--- config.mk ---
export PLATFORM = sky130hd
export DESIGN_NAME = dual_issue_dispatch_flat
export DESIGN_NICKNAME = d
export VERILOG_FILES = /design/src/rtl/dual_issue_dispatch_if.sv /design/src/rtl/dual_issue_dispatch.sv /design/src/flat_wrapper.sv
export SDC_FILE = /design/constraint.sdc
export NUM_CORES = 1
export LEC_CHECK = 0
export ABC_AREA = 0
export ABC_CLOCK_PERIOD_IN_PS = 4600
export CORE_AREA = 5 5 365 367
export DETAILED_ROUTE_END_ITERATION = 16
export DIE_AREA = 0 0 370 372
export HOLD_SLACK_MARGIN = 0.08
export SYNTH_ARGS = -nofsm -noshare
export SYNTH_HDL_FRONTEND = slang
export SYNTH_SLANG_ARGS = --single-unit
--- constraint.sdc ---
create_clock -name clk -period 4.6 [get_ports clk]
set_input_delay 0.69 -clock clk [delete_from_list [all_inputs] [get_ports clk]]
set_output_delay 0.69 -clock clk [all_outputs]
set_load 0.01 [all_outputs]
--- src/rtl/dual_issue_dispatch_if.sv ---
// Signal bundle between decoder, regfile, forwarding network, dispatch and EX.
// slave = dispatch stage, master = surrounding pipeline.
interface dual_issue_dispatch_if #(
  parameter int PAYLOAD_W = 64,
  parameter int FWD_N     = 6
);
  logic                   flush;
  logic [1:0]             in_valid;
  logic                   in_ready;
  logic [63:0]            in_pc;
  logic [2*PAYLOAD_W-1:0] in_payload;
  logic [3:0]             in_src_en;
  logic [19:0]            in_src_addr;
  logic [9:0]             in_rd;
  logic [1:0]             in_rd_we;

  logic [1:0]             reg1_read_en;
  logic [1:0]             reg2_read_en;
  logic [4:0]             reg1_read_addr1;
  logic [4:0]             reg1_read_addr2;
  logic [4:0]             reg2_read_addr1;
  logic [4:0]             reg2_read_addr2;
  logic [31:0]            reg1_read_data1;
  logic [31:0]            reg1_read_data2;
  logic [31:0]            reg2_read_data1;
  logic [31:0]            reg2_read_data2;

  logic [FWD_N-1:0]       fwd_valid;
  logic [5*FWD_N-1:0]     fwd_addr;
  logic [32*FWD_N-1:0]    fwd_data;
  logic [FWD_N-1:0]       fwd_ready;

  logic [1:0]             out_valid;
  logic                   out_ready;
  logic [63:0]            out_pc;
  logic [2*PAYLOAD_W-1:0] out_payload;
  logic [127:0]           out_src;
  logic [9:0]             out_rd;
  logic [1:0]             out_rd_we;

  modport slave (
    input  flush, in_valid, in_pc, in_payload, in_src_en, in_src_addr, in_rd, in_rd_we,
    output in_ready,
    output reg1_read_en, reg2_read_en, reg1_read_addr1, reg1_read_addr2,
           reg2_read_addr1, reg2_read_addr2,
    input  reg1_read_data1, reg1_read_data2, reg2_read_data1, reg2_read_data2,
    input  fwd_valid, fwd_addr, fwd_data, fwd_ready,
    output out_valid, out_pc, out_payload, out_src, out_rd, out_rd_we,
    input  out_ready
  );

  modport master (
    output flush, in_valid, in_pc, in_payload, in_src_en, in_src_addr, in_rd, in_rd_we,
    input  in_ready,
    input  reg1_read_en, reg2_read_en, reg1_read_addr1, reg1_read_addr2,
           reg2_read_addr1, reg2_read_addr2,
    output reg1_read_data1, reg1_read_data2, reg2_read_data1, reg2_read_data2,
    output fwd_valid, fwd_addr, fwd_data, fwd_ready,
    input  out_valid, out_pc, out_payload, out_src, out_rd, out_rd_we,
    output out_ready
  );
endinterface

--- src/rtl/dual_issue_dispatch.sv ---
// Dual-issue dispatch: buffers one decoded pair, resolves operands via regfile
// and forwarding, and issues 0/1/2 instructions in order into a registered EX port.
//
// state  | meaning
// EMPTY  | no buffered instruction
// PAIR   | freshly accepted pair in B0 (+B1 if lane1 valid)
// SINGLE | younger half of a split pair, moved into B0
module dual_issue_dispatch #(
  parameter int PAYLOAD_W = 64,
  parameter int FWD_N     = 6
) (
  input  logic               clk,
  input  logic               rst_n,
  dual_issue_dispatch_if.slave bus
);

  typedef enum logic [1:0] {ST_EMPTY, ST_PAIR, ST_SINGLE} state_t;

  typedef struct packed {
    logic [31:0]          pc;
    logic [PAYLOAD_W-1:0] payload;
    logic [1:0]           src_en;
    logic [4:0]           src_a1;
    logic [4:0]           src_a2;
    logic [4:0]           rd;
    logic                 rd_we;
  } slot_t;

  state_t state, state_nxt;
  logic   b1_v, b1_v_nxt;
  slot_t  b0, b1, lane0_in, lane1_in;
  logic   b0_v;
  logic   can_load, issue0, issue1, haz0, haz1, raw01, drain_all, accept, shift;
  logic [32:0] r0a, r0b, r1a, r1b;

  // Result bit 32 flags a load-use hazard; lowest fwd index wins.
  function automatic logic [32:0] resolve(
    input logic                  en,
    input logic [4:0]            addr,
    input logic [31:0]           rf,
    input logic [FWD_N-1:0]      fv,
    input logic [5*FWD_N-1:0]    fa,
    input logic [32*FWD_N-1:0]   fd,
    input logic [FWD_N-1:0]      fr
  );
    logic        hit;
    logic        haz;
    logic [31:0] d;
    hit = 1'b0;
    haz = 1'b0;
    d   = rf;
    if (en && addr != 5'd0) begin
      for (int i = 0; i < FWD_N; i++) begin
        if (!hit && fv[i] && fa[i*5 +: 5] == addr) begin
          hit = 1'b1;
          haz = !fr[i];
          d   = fd[i*32 +: 32];
        end
      end
    end else begin
      d = 32'h0;
    end
    return {haz, d};
  endfunction

  always_comb begin
    lane0_in.pc      = bus.in_pc[31:0];
    lane0_in.payload = bus.in_payload[PAYLOAD_W-1:0];
    lane0_in.src_en  = bus.in_src_en[1:0];
    lane0_in.src_a1  = bus.in_src_addr[4:0];
    lane0_in.src_a2  = bus.in_src_addr[9:5];
    lane0_in.rd      = bus.in_rd[4:0];
    lane0_in.rd_we   = bus.in_rd_we[0];
    lane1_in.pc      = bus.in_pc[63:32];
    lane1_in.payload = bus.in_payload[2*PAYLOAD_W-1:PAYLOAD_W];
    lane1_in.src_en  = bus.in_src_en[3:2];
    lane1_in.src_a1  = bus.in_src_addr[14:10];
    lane1_in.src_a2  = bus.in_src_addr[19:15];
    lane1_in.rd      = bus.in_rd[9:5];
    lane1_in.rd_we   = bus.in_rd_we[1];
  end

  assign b0_v = (state != ST_EMPTY);

  assign bus.reg1_read_en    = b0_v ? b0.src_en : 2'b00;
  assign bus.reg2_read_en    = b1_v ? b1.src_en : 2'b00;
  assign bus.reg1_read_addr1 = b0.src_a1;
  assign bus.reg1_read_addr2 = b0.src_a2;
  assign bus.reg2_read_addr1 = b1.src_a1;
  assign bus.reg2_read_addr2 = b1.src_a2;

  assign r0a = resolve(b0.src_en[0], b0.src_a1, bus.reg1_read_data1,
                       bus.fwd_valid, bus.fwd_addr, bus.fwd_data, bus.fwd_ready);
  assign r0b = resolve(b0.src_en[1], b0.src_a2, bus.reg1_read_data2,
                       bus.fwd_valid, bus.fwd_addr, bus.fwd_data, bus.fwd_ready);
  assign r1a = resolve(b1.src_en[0], b1.src_a1, bus.reg2_read_data1,
                       bus.fwd_valid, bus.fwd_addr, bus.fwd_data, bus.fwd_ready);
  assign r1b = resolve(b1.src_en[1], b1.src_a2, bus.reg2_read_data2,
                       bus.fwd_valid, bus.fwd_addr, bus.fwd_data, bus.fwd_ready);

  assign haz0 = r0a[32] | r0b[32];
  assign haz1 = r1a[32] | r1b[32];

  // B1 reading B0's destination must wait for B0's result on the forwarding path.
  assign raw01 = b0.rd_we && (b0.rd != 5'd0) &&
                 ((b1.src_en[0] && b1.src_a1 == b0.rd) ||
                  (b1.src_en[1] && b1.src_a2 == b0.rd));

  assign can_load  = bus.out_ready || (bus.out_valid == 2'b00);
  assign issue0    = can_load && !bus.flush && b0_v && !haz0;
  assign issue1    = issue0 && b1_v && !haz1 && !raw01;
  assign drain_all = issue0 && (!b1_v || issue1);
  assign bus.in_ready = !bus.flush && ((state == ST_EMPTY) || drain_all);
  assign accept    = bus.in_ready && (bus.in_valid != 2'b00);
  assign shift     = issue0 && b1_v && !issue1;

  always_comb begin
    state_nxt = state;
    b1_v_nxt  = b1_v;
    if (bus.flush) begin
      state_nxt = ST_EMPTY;
      b1_v_nxt  = 1'b0;
    end else if (accept) begin
      state_nxt = ST_PAIR;
      b1_v_nxt  = bus.in_valid[1];
    end else if (shift) begin
      state_nxt = ST_SINGLE;
      b1_v_nxt  = 1'b0;
    end else if (issue0) begin
      state_nxt = ST_EMPTY;
      b1_v_nxt  = 1'b0;
    end
  end

  always_ff @(posedge clk or negedge rst_n) begin
    if (!rst_n) begin
      state <= ST_EMPTY;
      b1_v  <= 1'b0;
    end else begin
      state <= state_nxt;
      b1_v  <= b1_v_nxt;
    end
  end

  always_ff @(posedge clk or negedge rst_n) begin
    if (!rst_n) begin
      b0 <= '0;
      b1 <= '0;
    end else if (!bus.flush) begin
      if (accept) begin
        b0 <= lane0_in;
        b1 <= lane1_in;
      end else if (shift) begin
        b0 <= b1;
      end
    end
  end

  always_ff @(posedge clk or negedge rst_n) begin
    if (!rst_n) begin
      bus.out_valid   <= 2'b00;
      bus.out_pc      <= '0;
      bus.out_payload <= '0;
      bus.out_src     <= '0;
      bus.out_rd      <= '0;
      bus.out_rd_we   <= '0;
    end else if (bus.flush) begin
      bus.out_valid <= 2'b00;
    end else if (can_load) begin
      bus.out_valid <= {issue1, issue0};
      if (issue0) begin
        bus.out_pc[31:0]                <= b0.pc;
        bus.out_payload[PAYLOAD_W-1:0]  <= b0.payload;
        bus.out_src[63:0]               <= {r0b[31:0], r0a[31:0]};
        bus.out_rd[4:0]                 <= b0.rd;
        bus.out_rd_we[0]                <= b0.rd_we;
      end
      if (issue1) begin
        bus.out_pc[63:32]                        <= b1.pc;
        bus.out_payload[2*PAYLOAD_W-1:PAYLOAD_W] <= b1.payload;
        bus.out_src[127:64]                      <= {r1b[31:0], r1a[31:0]};
        bus.out_rd[9:5]                          <= b1.rd;
        bus.out_rd_we[1]                         <= b1.rd_we;
      end
    end
  end

endmodule

--- src/flat_wrapper.sv ---
// flat-port wrapper written by rule: the top's interface ports become plain ports
module dual_issue_dispatch_flat 
#(
  parameter int PAYLOAD_W = 64,
  parameter int FWD_N     = 6
)
  (clk, rst_n, bus_flush, bus_in_valid, bus_in_pc, bus_in_payload, bus_in_src_en, bus_in_src_addr, bus_in_rd, bus_in_rd_we, bus_in_ready, bus_reg1_read_en, bus_reg2_read_en, bus_reg1_read_addr1, bus_reg1_read_addr2, bus_reg2_read_addr1, bus_reg2_read_addr2, bus_reg1_read_data1, bus_reg1_read_data2, bus_reg2_read_data1, bus_reg2_read_data2, bus_fwd_valid, bus_fwd_addr, bus_fwd_data, bus_fwd_ready, bus_out_valid, bus_out_pc, bus_out_payload, bus_out_src, bus_out_rd, bus_out_rd_we, bus_out_ready);
  dual_issue_dispatch_if #(.PAYLOAD_W(PAYLOAD_W), .FWD_N(FWD_N)) bus_i ();
  input  logic clk;
  input  logic rst_n;
  input wire logic [$bits(bus_i.flush)-1:0] bus_flush;
  input wire logic [$bits(bus_i.in_valid)-1:0] bus_in_valid;
  input wire logic [$bits(bus_i.in_pc)-1:0] bus_in_pc;
  input wire logic [$bits(bus_i.in_payload)-1:0] bus_in_payload;
  input wire logic [$bits(bus_i.in_src_en)-1:0] bus_in_src_en;
  input wire logic [$bits(bus_i.in_src_addr)-1:0] bus_in_src_addr;
  input wire logic [$bits(bus_i.in_rd)-1:0] bus_in_rd;
  input wire logic [$bits(bus_i.in_rd_we)-1:0] bus_in_rd_we;
  output wire logic [$bits(bus_i.in_ready)-1:0] bus_in_ready;
  output wire logic [$bits(bus_i.reg1_read_en)-1:0] bus_reg1_read_en;
  output wire logic [$bits(bus_i.reg2_read_en)-1:0] bus_reg2_read_en;
  output wire logic [$bits(bus_i.reg1_read_addr1)-1:0] bus_reg1_read_addr1;
  output wire logic [$bits(bus_i.reg1_read_addr2)-1:0] bus_reg1_read_addr2;
  output wire logic [$bits(bus_i.reg2_read_addr1)-1:0] bus_reg2_read_addr1;
  output wire logic [$bits(bus_i.reg2_read_addr2)-1:0] bus_reg2_read_addr2;
  input wire logic [$bits(bus_i.reg1_read_data1)-1:0] bus_reg1_read_data1;
  input wire logic [$bits(bus_i.reg1_read_data2)-1:0] bus_reg1_read_data2;
  input wire logic [$bits(bus_i.reg2_read_data1)-1:0] bus_reg2_read_data1;
  input wire logic [$bits(bus_i.reg2_read_data2)-1:0] bus_reg2_read_data2;
  input wire logic [$bits(bus_i.fwd_valid)-1:0] bus_fwd_valid;
  input wire logic [$bits(bus_i.fwd_addr)-1:0] bus_fwd_addr;
  input wire logic [$bits(bus_i.fwd_data)-1:0] bus_fwd_data;
  input wire logic [$bits(bus_i.fwd_ready)-1:0] bus_fwd_ready;
  output wire logic [$bits(bus_i.out_valid)-1:0] bus_out_valid;
  output wire logic [$bits(bus_i.out_pc)-1:0] bus_out_pc;
  output wire logic [$bits(bus_i.out_payload)-1:0] bus_out_payload;
  output wire logic [$bits(bus_i.out_src)-1:0] bus_out_src;
  output wire logic [$bits(bus_i.out_rd)-1:0] bus_out_rd;
  output wire logic [$bits(bus_i.out_rd_we)-1:0] bus_out_rd_we;
  input wire logic [$bits(bus_i.out_ready)-1:0] bus_out_ready;
  assign bus_i.flush = bus_flush;
  assign bus_i.in_valid = bus_in_valid;
  assign bus_i.in_pc = bus_in_pc;
  assign bus_i.in_payload = bus_in_payload;
  assign bus_i.in_src_en = bus_in_src_en;
  assign bus_i.in_src_addr = bus_in_src_addr;
  assign bus_i.in_rd = bus_in_rd;
  assign bus_i.in_rd_we = bus_in_rd_we;
  assign bus_in_ready = bus_i.in_ready;
  assign bus_reg1_read_en = bus_i.reg1_read_en;
  assign bus_reg2_read_en = bus_i.reg2_read_en;
  assign bus_reg1_read_addr1 = bus_i.reg1_read_addr1;
  assign bus_reg1_read_addr2 = bus_i.reg1_read_addr2;
  assign bus_reg2_read_addr1 = bus_i.reg2_read_addr1;
  assign bus_reg2_read_addr2 = bus_i.reg2_read_addr2;
  assign bus_i.reg1_read_data1 = bus_reg1_read_data1;
  assign bus_i.reg1_read_data2 = bus_reg1_read_data2;
  assign bus_i.reg2_read_data1 = bus_reg2_read_data1;
  assign bus_i.reg2_read_data2 = bus_reg2_read_data2;
  assign bus_i.fwd_valid = bus_fwd_valid;
  assign bus_i.fwd_addr = bus_fwd_addr;
  assign bus_i.fwd_data = bus_fwd_data;
  assign bus_i.fwd_ready = bus_fwd_ready;
  assign bus_out_valid = bus_i.out_valid;
  assign bus_out_pc = bus_i.out_pc;
  assign bus_out_payload = bus_i.out_payload;
  assign bus_out_src = bus_i.out_src;
  assign bus_out_rd = bus_i.out_rd;
  assign bus_out_rd_we = bus_i.out_rd_we;
  assign bus_i.out_ready = bus_out_ready;
  dual_issue_dispatch #(.PAYLOAD_W(PAYLOAD_W), .FWD_N(FWD_N)) u_core (.clk(clk), .rst_n(rst_n), .bus(bus_i));
endmodule
==> metrics.md, run 1 <==
| Metric | Value |
|---|---|
| Outcome | `completed` |
| Final period util | `0.967` |
| Fin cells | `6098` |
| Clock transition at path regs | `0.07 ns` |
| DIE WIDTH | `370 um` |
| Area after DPL | `44500 sq um` |
| Post-route setup slack | `0.150 ns` |
| Minimum clock period | `4.45 ns` |
| CP Cell Sequence | `clkdlybuf4s50_1 > buf_4 > xor2_1 > nor4_1 > nand3_1 > buf_4 > and4b_2 > a22oi_2 > a32oi_1 > buf_4 > o21ai_2 > nand2_1 > nor2_4 > buf_4 > dlygate4sd2_1` |
| Mapped Nets | `~3900` |
| Placed Cells | `5924` |
| Area Growth Syn to Fin | `47.4%` |
| Critical path's slowest cell | `clkdlybuf4s50_1` |
| Routed wire per std cell | `29.2 um` |
| Final hold viol count | `0` |
| Sw Share | `0.391` |
| Overall routing resource usage | `0.249` |
| H-tree level count | `3` |
| WS Path Type | `input pin to output pin` |
| Internal | `17.2 mW` |
| Final antenna-violating net count | `0` |
| Clk_lat worst skew | `0.69 ns` |
| Die area | `between 100000 and 150000 sq um` |
| Initial antenna violation count | `88` |
| First-pass GRT wire length | `between 200000 and 250000 um` |
| Maxcap violations | `0` |
| GPL Wtd Cong | `between 0.9 and 1` |
| CTS tree | `done` |
| Final setup violating endpoints | `0` |
| Vias in the first global route | `31700` |
| CP most frequent cell | `buf_4` |
| Num Clock Sinks | `about 570` |
| Rows | `132` |
| Critical Path Fanout Max | `3` |
| Post-route DRC | `0` |
| Core Util, Final | `0.365` |
| F_max | `0.225 GHz` |
| Number of synthesized flops with an enable pin | `0` |
| Yosys reg bits | `roughly 570` |
| Worst path arrival time | `3.76 ns` |
| Seq/Total Area, Yosys | `0.442` |
| Power, Total | `28.3 mW` |
| Crit. End Element | `output pin` |
| Post-detailed-placement half-perimeter wirelength | `~140000 um` |
| Yosys cell types | `62` |
| I/O pin cnt | `955` |
| Slew Limit Fails | `0` |
| Critical Path RT | `3.91 ns` |
| Drt total wl | `178000 um` |
| Nets | `approximately 4900` |
| Leakage | `19.6 nW` |
| Synthesized area | `32000 sq um` |
| Worst hold path class | `register to register` |
| Post-Layout Inst Area | `47200 sq um` |
| Peak supply drop | `approximately 0.00043 V` |
| Num CTS Buffers | `70` |
| I/O Buffers | `954` |
| GRT overflow | `0` |
| Largest net degree at the start of global routing | `97` |
| Worst clock skew | `around 0.051 ns` |
| Crit-path max cell delay | `0.52 ns` |
| Ys flop type | `dfrtp_1` |
| NetSw | `11.0 mW` |
| Power Density | `roughly 600 nW/um^2` |
| Core area | `129000 sq um` |
| Share of layout cells above drive strength 1 | `0.144` |
| Vias | `31800` |
| Initial DRC Count | `3322` |
| CP startpoint kind | `input pin` |
| RSZ-0062 raised after global routing | `false` |
| Combinational power share | `0.469` |
| Clock buffer depth | `3` |
| Post-Synthesis Cells | `3326` |
| Clock power frac | `0.203` |
| Seq pwr share | `0.328` |
| Die span in y | `372 um` |
| Mean post-synth cell area | `9.63 sq um` |
| Initial Utilization | `0.248` |
| Worst slew pin tran | `about 1.1 ns` |
| Vias per Instance | `5.21` |
| Pre-CTS setup slack | `-0.518 ns` |
| Root Driver | `clkbuf_16` |
| First drt pass iteration count | `9` |
| Post-synth ARST share | `1.00` |
| Synth warn | `0` |
| Max-slew headroom | `0.298` |
| Filler cells | `about 13000` |
==> worst max-delay path: cells and delay by family <==
family / cells / cell delay, ns
buffers and inverters: 6 / 1.51
AND/OR/NAND/NOR: 5 / 1.06
AO/OA/AOI/OAI: 3 / 0.37
XOR/XNOR: 1 / 0.13
==> power groups by stage <==
stage	Combinational, mW	Clock (mW)	Sequential, mW
5_1_grt	14.2	6.08	9.52
4_1_cts	13.3	5.88	9.22
3_5_place_dp	13.1	0	9.29
3_3_place_gp	12.9	0	9.21
6_report	13.2	5.75	9.26
2_1_floorplan	6.10	0	9.05
==> final timing paths <==
check | endpoint | from | slack [ns] | cells past startpoint
setup / recovery | bus_in_ready | bus_fwd_addr[24] | 0.15 | 15
hold / removal | u_core.bus.out_pc[3] | u_core.b0[85] | 0.45 | 2
setup reg to reg | u_core.b0[24] | u_core.bus.reg1_read_addr1[1] | 0.66 | 15
hold reg to reg | u_core.bus.out_pc[3] | u_core.b0[85] | 0.45 | 2
max in group asynchronous | u_core.bus.reg1_read_addr1[3] | rst_n | 2.81 | 3
min in group asynchronous | u_core.bus.out_payload[87] | rst_n | 0.67 | 2
==> placed cells by master (no fill, tap or decap), types with 74 or more instances in the layout <==
cell type,netlist,routed
xor2_1,74,74
and3_1,108,103
a21oi_1,98,98
mux2_1,237,237
clkdlybuf4s50_1,0,950
dfrtp_1,565,548
buf_4,47,188
mux2_2,216,216
o21ai_0,262,260
nor2_1,212,208
a211oi_1,128,128
nand2_1,489,483
==> metal layers <==
layer,GRT usage,share of wire
met5,0,0.0023
met4,0.120,0.053
met3,0.0871,0.10
met2,0.399,0.46
met1,0.298,0.38
==> cell families (layout without fill, tap and decap cells) <==
| group | Yosys count | count (layout) | synth area share |
|---|---|---|---|
| simple gates | 970 | 970 | 0.133 |
| compound gates | 791 | 791 | 0.161 |
| flops | 565 | 565 | 0.442 |
| mux | 517 | 517 | 0.179 |
| buf+inv | 353 | 1347 | 0.0498 |
| xor+xnor | 130 | 130 | 0.0356 |
| other cells | 0 | 36 | 0 |
==> per-stage QoR <==
stage,TNS [ns],hold WS (ns)
after CTS,0,0.449
after detailed placement,-16.59,0.449
final,0,0.447
after floorplan,0,0.394
after global placement,-9.41,0.441
after global routing,0,0.482
==> layout make-up <==
class / count / area [sq um] / share of cell area
Clock buffer: 103 / 2030 / 0.0429
Sequential cell: 565 / 14200 / 0.300
Multi-Input combinational cell: 2408 / 16500 / 0.349
Inverter: 39 / 146 / 0.00310
Tap cell: 1742 / 2180 / 0.0462
Antenna cell: 36 / 90.1 / 0.00191
Timing Repair Buffer: 1181 / 11700 / 0.249
Clock inverter: 24 / 375 / 0.00795
==> sequential cells by signal, indices dropped and copies added, names as in the netlist, 5 cells and up <==
register and cells:
u_core.b0 104, u_core.b1 104, u_core.bus.out_payload 128, u_core.bus.out_pc 64
u_core.bus.out_rd 10, u_core.bus.out_src 128, u_core.bus.reg1_read_addr1 5, u_core.bus.reg1_read_addr2 5
u_core.bus.reg2_read_addr1 5, u_core.bus.reg2_read_addr2 5
==> synth_stat cells, types with 38 or more instances <==
library cell	instances	share of area
buf_4	47	0.011
a211oi_1	128	0.030
xor2_1	74	0.020
a22oi_1	65	0.015
inv_1	39	0.0046
and3_1	108	0.021
a21oi_1	98	0.015
clkbuf_1	204	0.024
o21ai_0	262	0.041
dfrtp_1	565	0.44
xnor2_1	56	0.015
o311ai_0	64	0.018
nor2_1	212	0.025
nor3_1	38	0.0059
nand2_1	489	0.057
mux2i_1	64	0.020
buf_2	39	0.0061
mux2_2	216	0.076
nand3_1	42	0.0066
mux2_1	237	0.083
==> repair_timing <==
action / CTS / global route
hold endpoints to repair: 56 / 0
hold buffers: 1 / 0
gates resized for setup: 38 / 1
pin swaps: 10 / 4
gates cloned: 0 / 0
buffers inserted: 10 / 0
endpoints found under the setup margin: 1 / 1
(Power assumes the default switching activity.)
==> inputs of run 2 (changes only) <==
--- a/config.mk
+++ b/config.mk
@@ -8,6 +8,7 @@
 export ABC_AREA = 0
 export ABC_CLOCK_PERIOD_IN_PS = 4600
 export CORE_AREA = 5 5 365 367
+export CTS_CLUSTER_SIZE = 8
 export DETAILED_ROUTE_END_ITERATION = 16
 export DIE_AREA = 0 0 370 372
 export HOLD_SLACK_MARGIN = 0.08
==> run 2 against run 1 <==
Compared with the run above: clock skew is essentially flat; register-to-register slack hardly changed; non-clock buffer count increased by 3; routed wire length up 0.44%; cell area barely moved; sequential share of layout area hardly changed; flip-flop and latch count is the same; die area stayed put; critical path type is now register to output pin; largest cell class unchanged.
==> metrics.md, run 2 (synthesis gave the netlist of run 1 again) <==
| Metric | Value |
|---|---|
| Outcome | `completed` |
| Worst clock skew | `about 0.051 ns` |
| First drt pass iteration count | `7` |
| Nets | `4876` |
| NetSw | `11.0 mW` |
| RSZ-0062 raised after global routing | `false` |
| GRT overflow | `0` |
| Initial DRC Count | `between 3000 and 4000` |
| GPL Wtd Cong | `0.954` |
| Combinational power share | `0.473` |
| Clk_lat worst skew | `between 0.6 and 0.7 ns` |
| Vias | `31700` |
| Worst path arrival time | `3.82 ns` |
| R2R setup slack | `~0.66 ns` |
| Final period util | `0.981` |
| Critical Path Fanout Max | `9` |
| I/O pin cnt | `approximately 960` |
| Slew Limit Fails | `0` |
| Power, Total | `28.2 mW` |
| CTS tree | `done` |
| Final setup violating endpoints | `0` |
| Vias per Instance | `5.23` |
| CP startpoint kind | `register` |
| Leakage | `19.6 nW` |
| Worst slew pin tran | `~1.1 ns` |
| Pre-CTS setup slack | `-0.518 ns` |
| Most frequent cells in the layout | `950 x clkdlybuf4s50_1, 547 x dfrtp_1, 483 x nand2_1` |
| Peak supply drop | `about 0.00049 V` |
| Share of layout cells above drive strength 1 | `0.143` |
| Largest net degree at the start of global routing | `just under 100` |
| Final hold viol count | `0` |
| Die span in y | `372 um` |
| Post-route DRC | `0` |
| Initial antenna violation count | `a little under 90` |
| Commonest non-fill, non-tap cell in the layout | `clkdlybuf4s50_1` |
| Crit. End Element | `output pin` |
| WS Path Type | `register to output pin` |
| Post-Layout Inst Area | `approximately 47000 sq um` |
| H-tree level count | `3` |
| DIE WIDTH | `~370 um` |
| F_max | `0.222 GHz` |
| Seq pwr share | `0.329` |
| First-pass GRT wire length | `248000 um` |
| Area Growth Syn to Fin | `47.3%` |
| Initial Utilization | `0.248` |
| Critical Path RT | `3.91 ns` |
| Die area | `138000 sq um` |
| Post-route setup slack | `0.0874 ns` |
| Post-detailed-placement half-perimeter wirelength | `139000 um` |
| Final antenna-violating net count | `0` |
| Maxcap violations | `0` |
| Biggest regs | `u_core.bus.out_payload (128), u_core.bus.out_src (128)` |
| Clock transition at path regs | `approximately 0.050 ns` |
| Power Density | `between 500 and 600 nW/um^2` |
| Internal | `17.2 mW` |
| Filler cells | `13100` |
| Area after DPL | `44500 sq um` |
| Root Driver | `clkbuf_16` |
| Worst hold path class | `register to register` |
| Max-slew headroom | `0.295` |
| Overall routing resource usage | `0.250` |
| Minimum clock period | `between 4 and 5 ns` |
| Num CTS Buffers | `82` |
| Vias in the first global route | `~32000` |
| Core area | `approximately 130000 sq um` |
| Drt total wl | `179000 um` |
| Clock power frac | `0.198` |
| Clock buffer depth | `3` |
| Routed wire per std cell | `about 30 um` |
| I/O Buffers | `954` |
| Num Clock Sinks | `565` |
| Rows | `132` |
| Sw Share | `0.391` |
==> run 2: changes by cell type in the layout (fill, tap and decap cells not counted), moves of 3 or more <==
cell / before / now
clkbuf_1: 18 / 4
clkbuf_8: 15 / 1
clkbuf_16: 70 / 82
clkinv_2: 7 / 3
diode_2: 36 / 40
inv_6: 4 / 0
bufinv_16: 4 / 1
==> run 2: path summary, 6_finish.rpt <==
kind | from | end | cells after the start
setup / recovery | u_core.bus.reg1_read_addr2[2] | bus_in_ready | 11
hold / removal | u_core.b0[55] | u_core.bus.out_payload[37] | 2
setup reg to reg | u_core.bus.reg1_read_addr1[4] | u_core.b0[24] | 13
hold reg to reg | u_core.b0[55] | u_core.bus.out_payload[37] | 2
max in group asynchronous | rst_n | u_core.bus.out_pc[20] | 3
min in group asynchronous | rst_n | u_core.bus.out_payload[87] | 2
==> run 2: cell type report <==
cell class                      instances  area [sq um]  share of cell area
Multi-Input combinational cell       2408         16500               0.350
Sequential cell                       565         14200               0.300
Timing Repair Buffer                 1184         11800               0.250
Tap cell                             1742          2180              0.0462
Clock buffer                           87          2080              0.0441
Clock inverter                         10           198             0.00419
Inverter                               39           146             0.00310
Antenna cell                           40           100             0.00212
==> run 2: power groups by stage <==
stage | clock network, mW | registers, mW | logic, mW
after floorplan | 0 | 9.05 | 6.10
after global placement | 0 | 9.21 | 12.9
after detailed placement | 0 | 9.29 | 13.1
after CTS | 5.75 | 9.22 | 13.4
after global routing | 5.94 | 9.52 | 14.3
final | 5.59 | 9.27 | 13.3
==> run 2: metal layers <==
metal	GRT usage	vias to the layer above	wire length [um]
met3	0.0869	438	18700
met5	0	-	403
met2	0.398	1802	81500
met4	0.126	58	9890
li1	-	13800	-
met1	0.300	15600	68100
==> run 2: through the flow <==
stage / util / setup TNS (ns) / hold slack [ns] / instances
6_report: 0.365 / 0 / 0.451 / 6075
5_1_grt: 0.365 / 0 / 0.461 / 6059
4_1_cts: 0.364 / 0 / 0.438 / 6035
3_5_place_dp: 0.344 / -16.59 / 0.449 / 5924
3_3_place_gp: 0.344 / -9.41 / 0.441 / 5924
2_1_floorplan: - / 0 / 0.394 / 3326
==> run 2: worst max-delay path, stage by stage, from the launching register on <==
cell	delay, ns
dfrtp_1	0.80
xnor2_1	0.21
nand2_1	0.14
o211a_1	0.33
nor4_1	0.26
o221ai_1	0.23
o2111a_1	0.22
o21ai_2	0.18
nand2_1	0.15
nor2_4	0.21
buf_4	0.14
dlygate4sd2_1	0.26
==> run 2: timing repair <==
action	CTS	global route
pin swaps	8	0
buffers inserted	13	0
endpoints found under the hold margin	61	0
hold buffers	1	0
endpoints found under the setup margin	1	1
resized for setup	48	1
